==> config.mk <==
export PLATFORM = sky130hd
export DESIGN_NAME = aes_inv_linear_round
export DESIGN_NICKNAME = d
export VERILOG_FILES = /design/src/rtl/aes_inv_linear_round.sv
export SDC_FILE = /design/constraint.sdc
export NUM_CORES = 1
export LEC_CHECK = 0
export CORE_MARGIN = 2
export CORE_UTILIZATION = 55
export CTS_CLUSTER_DIAMETER = 40
export CTS_CLUSTER_SIZE = 24
export DETAILED_ROUTE_END_ITERATION = 16
export GPL_TIMING_DRIVEN = 0
export PLACE_DENSITY = 0.88
export REMOVE_ABC_BUFFERS = 1
export SYNTH_ARGS = -nofsm -noshare
export SYNTH_HDL_FRONTEND = slang
export SYNTH_SLANG_ARGS = --single-unit
export TNS_END_PERCENT = 10
==> constraint.sdc <==
create_clock -name clk -period 1.6 [get_ports clk]
set_input_delay 0.32 -clock clk [delete_from_list [all_inputs] [get_ports clk]]
set_output_delay 0.32 -clock clk [all_outputs]
set_load 0.03 [all_outputs]
==> src/rtl/aes_inv_linear_round.sv <==
`default_nettype none
// +--------------------------------------------------------------------------+
// | aes_inv_linear_round: registered InvShiftRows + AddRoundKey +            |
// | InvMixColumns (bypassed on the last round), 1-cycle latency.  Rev 1.0    |
// +--------------------------------------------------------------------------+
module aes_inv_linear_round (
  input  logic         clk,
  input  logic         rst_n,
  input  logic         in_valid,
  input  logic [127:0] in_state,
  input  logic [127:0] round_key,
  input  logic         last,
  output logic         out_valid,
  output logic [127:0] out_state
);

  function automatic logic [7:0] xtime(input logic [7:0] b);
    return {b[6:0], 1'b0} ^ (b[7] ? 8'h1b : 8'h00);
  endfunction

  // Constant multipliers 09/0B/0D/0E are sums of the x2/x4/x8 chain terms.
  function automatic logic [31:0] inv_mix_col(input logic [31:0] col);
    logic [7:0] b  [4];
    logic [7:0] x2 [4];
    logic [7:0] x4 [4];
    logic [7:0] x8 [4];
    logic [7:0] m9 [4];
    logic [7:0] mb [4];
    logic [7:0] md [4];
    logic [7:0] me [4];
    for (int i = 0; i < 4; i++) begin
      b[i]  = col[31-8*i -: 8];
      x2[i] = xtime(b[i]);
      x4[i] = xtime(x2[i]);
      x8[i] = xtime(x4[i]);
      m9[i] = x8[i] ^ b[i];
      mb[i] = x8[i] ^ x2[i] ^ b[i];
      md[i] = x8[i] ^ x4[i] ^ b[i];
      me[i] = x8[i] ^ x4[i] ^ x2[i];
    end
    return {me[0] ^ mb[1] ^ md[2] ^ m9[3],
            m9[0] ^ me[1] ^ mb[2] ^ md[3],
            md[0] ^ m9[1] ^ me[2] ^ mb[3],
            mb[0] ^ md[1] ^ m9[2] ^ me[3]};
  endfunction

  logic [127:0] w_shifted;
  logic [127:0] w_added;
  logic [127:0] w_mixed;
  logic [127:0] w_result;

  logic         out_valid_d, out_valid_q;
  logic [127:0] out_state_d, out_state_q;

  generate
    for (genvar c = 0; c < 4; c++) begin : g_col
      for (genvar r = 0; r < 4; r++) begin : g_row
        // Row r rotates right by r: destination column c takes source column (c-r) mod 4.
        assign w_shifted[127-8*(4*c+r) -: 8] = in_state[127-8*(4*((c-r+4)%4)+r) -: 8];
      end
      assign w_mixed[127-32*c -: 32] = inv_mix_col(w_added[127-32*c -: 32]);
    end
  endgenerate

  assign w_added  = w_shifted ^ round_key;
  assign w_result = last ? w_added : w_mixed;

  always_comb begin
    out_valid_d = in_valid;
    out_state_d = out_state_q;
    if (in_valid) begin
      out_state_d = w_result;
    end
  end

  always_ff @(posedge clk or negedge rst_n) begin
    if (!rst_n) begin
      out_valid_q <= 1'b0;
      out_state_q <= 128'h0;
    end else begin
      out_valid_q <= out_valid_d;
      out_state_q <= out_state_d;
    end
  end

  assign out_valid = out_valid_q;
  assign out_state = out_state_q;

endmodule
`default_nettype wire

==> impl_metrics.ini, run 1 <==
[floorplan]
die_w_um = 172
ios = 389
die_y_um = 172
core.rowCount = 61
initial_core_util_pct = 55.7

[synthesis]
synthTopCellsByCount = xnor2_1, o21ai_1, dfrtp_1
synth_flop_cell = dfrtp_1
yosysMostFrequentCell = xnor2_1
yosys-top-cells-area = xnor2_1, dfrtp_1, xnor3_1, xor2_1, o21ai_1
synth_warnings = 0
synth_edf_count = 0
syn_area_mm2 = 0.0154
ys_seq_area_share_pct = 20.9
synth.avg_cell_area_um2 = 10.0
yosys.area.top_type = xnor2_1
synth.distinct_cells = 35
synthCells = 1538
async_reset_ff_share_pct = 100
ys_ff_latch = 129
synth_top_area_share_pct = 35.7

[place]
dp_cells = 2257
place_congestion = 0.910
portBuffers = 388
dp_hpwl_um = 34400
dpl_worst_slack_ps = -1820

[cts]
cts_hold_buf = 1
cts_resized = 1201
cts_inserted_buffers = 17
clockBufferDepth = 2
postCtsSetupBuffers = 388
cts_root_buf = clkbuf_16
cts_sinks = 129
htreeDepth = 4

[status]
error_line = [ERROR DPL-0038] Utilization greater than 100%, impossible to legalize
haltStage = 4_1_cts
status = stopped before the end
## logic make-up after synthesis
kind of cell	count (synthesis)	synth area share [%]
XOR/XNOR	890	62.3
AO/OA/AOI/OAI	272	10.2
buffers and inverters	145	3.53
flip-flops	129	20.9
AND/OR/NAND/NOR	95	2.53
multiplexers	7	0.486
## per-stage QoR
step | cell area [um^2] | hold WS (ps)
after floorplan | 15200 | 24.4
after global placement | 19600 | 462
after detailed placement | 19700 | 334
==> run 2: changes to the inputs <==
--- a/config.mk
+++ b/config.mk
@@ -6,12 +6,10 @@
 export NUM_CORES = 1
 export LEC_CHECK = 0
 export CORE_MARGIN = 2
-export CORE_UTILIZATION = 55
-export CTS_CLUSTER_DIAMETER = 40
-export CTS_CLUSTER_SIZE = 24
+export CORE_UTILIZATION = 40
 export DETAILED_ROUTE_END_ITERATION = 16
 export GPL_TIMING_DRIVEN = 0
-export PLACE_DENSITY = 0.88
+export PLACE_DENSITY_LB_ADDON = 0.15
 export REMOVE_ABC_BUFFERS = 1
 export SYNTH_ARGS = -nofsm -noshare
 export SYNTH_HDL_FRONTEND = slang
==> impl_metrics.ini, run 2 <==
[status]
status = finished with violations
violations = negative setup slack

[route]
drt-initial-drc-count = 1188
drc = 0
ant_nets = 0
vias = 15900
drt_pass1_iterations = 7
avgViaCountPerCell = 5.48
routed_wl_um = 74500
wl_per_cell_um = 25.7

[sta]
worstMarginPinSlew_ps = 774
finalMaxSlewViolations = 0
hold_viol = 0
fin_skew_ps = 0
slew_headroom_pct = 48.4
post-route-min-period_ps = 2180
postLayoutSetupSlackWorst_ps = -578
rsz0062_at_grt = yes
fmax_ghz = 0.459
setup_violations = 127
period_share_pct = 136

[synthesis]
yosys.area.top_type = xnor2_1
synth.distinct_cells = 35
synth_edf_count = 0
synth.avg_cell_area_um2 = 10.0
synth_top_area_share_pct = 35.7
synthCells = 1538
yosysMostFrequentCell = xnor2_1
async_reset_ff_share_pct = 100
ys_seq_area_share_pct = 20.9
synth_warnings = 0
ys_ff_latch = 129
syn_area_mm2 = 0.0154
synth_flop_cell = dfrtp_1
yosys-top-cells-area = xnor2_1, dfrtp_1, xnor3_1, xor2_1, o21ai_1
synthTopCellsByCount = xnor2_1, o21ai_1, dfrtp_1

[cts]
cts_root_buf = clkbuf_16
clockBufferDepth = 2
cts_sinks = 129
cts_inserted_buffers = 17
htreeDepth = 4
cts.clk_slew.worst_paths_ps = 70
clk_latency_ps = 450
cts_tree = built

[power_and_ir_drop]
p_int_mw = 28.1
powerDensity_mw_per_mm2 = 1630
seqPwrFrac_pct = 11.0
peakVddDrop_v = 0.00102
switching_share_pct = 44.5
clock_power_share_pct = 8.9
power.share.combinational_pct = 80.1
switchingPower_mw = 22.5
fin_total_pwr_mw = 50.6
p_leak_nw = 14.8

[setup_path]
critPathArrivalTime_ps = 2500
start_kind = input port
cp_data_required_time_ps = 1920
cp_max_fo = 2
ff2ff_setup_slack_ps = 730
critPathCaptureType = flip-flop
path_class = input port to flip-flop

[final_layout]
largest_reg_flops = 128
layout_commonest_cell = xnor2_1
drive_gt1_share_pct = 50.2
nets = 2635
stdcell_area_mm2 = 0.0311
area_growth_pct = 101
final_core_util_pct = 82.1
final_cell_mix = xnor2_1, buf_4, xnor2_4

[place]
portBuffers = 388
placed_area_mm2 = 0.0199
dp_hpwl_um = 35200
place_congestion = 0.864

[global_route]
grt_usage_pct = 31.9
grt_pass1_vias = 16300
grt_pass1_wl_um = 98700
grt_overflow_total = 0
antenna_found_initial = 1
grt_max_degree = 114

[flow_run]
maxCapViolCount = 0

[floorplan]
die_y_um = 200
die_area_mm2 = 0.0402
core.rowCount = 71
die_w_um = 200
core_area_mm2 = 0.0378
initial_core_util_pct = 40.8
ios = 389

[worst_hold_path]
worstHoldPathType = input port to flip-flop
==> run 2: cell counts after synthesis <==
No cell type changed its count.
==> run 2: cell type report <==
cell class | instances | area (um^2)
multi-input combinational | 1264 | 17500
timing repair buffer | 869 | 8670
tap | 511 | 639
antenna | 1 | 2.50
inverter | 94 | 355
sequential | 129 | 3230
clock buffer | 19 | 453
clock inverter | 13 | 184
fill | 1799 | 6780
==> run 2: worst paths after layout <==
path | from | to | cells after the start
setup / recovery | in_state[105] | out_state[59]$_DFFE_PN0P_ | 8
hold / removal | in_valid | out_valid$_DFF_PN0_ | 1
setup reg to reg | out_state[91]$_DFFE_PN0P_ | out_state[91]$_DFFE_PN0P_ | 1
hold reg to reg | out_state[78]$_DFFE_PN0P_ | out_state[78]$_DFFE_PN0P_ | 1
max in group asynchronous | rst_n | out_state[35]$_DFFE_PN0P_ | 3
min in group asynchronous | rst_n | out_state[90]$_DFFE_PN0P_ | 2
==> run 2: routing by layer <==
layer | vias up | GRT usage, % | wire length [um]
met3 | 285 | 5.42 | 5080
li1 | 6667 | - | -
met1 | 7981 | 37.8 | 27200
met5 | - | 0 | 0
met2 | 946 | 57.7 | 38200
met4 | 0 | 12.7 | 4010
==> run 2: critical path: stages <==
cell and delay [ps]:
buf_2 130, xnor2_4 200, xor3_1 490, xor3_1 450, xnor3_1 470, xnor2_1 150, o21ai_1 180, o21ai_1 110
==> run 2: kinds of logic after synthesis <==
| group | share of synthesized area [%] |
|---|---|
| buf+inv | 3.53 |
| xor+xnor | 62.3 |
| compound gates | 10.2 |
| flops | 20.9 |
| mux | 0.486 |
| simple gates | 2.53 |
==> run 2: timing repair <==
item                                    in CTS  in global routing
endpoints found under the setup margin     257                257
hold endpoints to repair                    60                  0
setup buffers                              394                 87
gates cloned                                 0                  0
pin swaps                                  374                184
gates resized for setup                   1404                495
hold buffers                                 1                  0
==> run 2: through the flow <==
step	hold slack [ps]	setup WS [ps]	std cells	TNS, ps
CTS	275	-408	2815	-53040
global placement	464	-7730	2386	-1521050
finish	346	-578	2900	-35730
floorplan	24.4	-869	1487	-64900
detailed placement	349	-1860	2390	-188060
global route	342	-663	2900	-41120
==> run 2: power groups by stage <==
stage                     Sequential (mW)  Combinational [mW]  Clock (mW)
final                                5.55                40.5        4.52
after global routing                 5.70                41.9        4.66
after CTS                            5.49                35.3        4.49
after detailed placement             5.52                27.5           0
after global placement               5.49                27.5           0
after floorplan                      8.36                17.3           0
(Power assumes the default switching activity.)
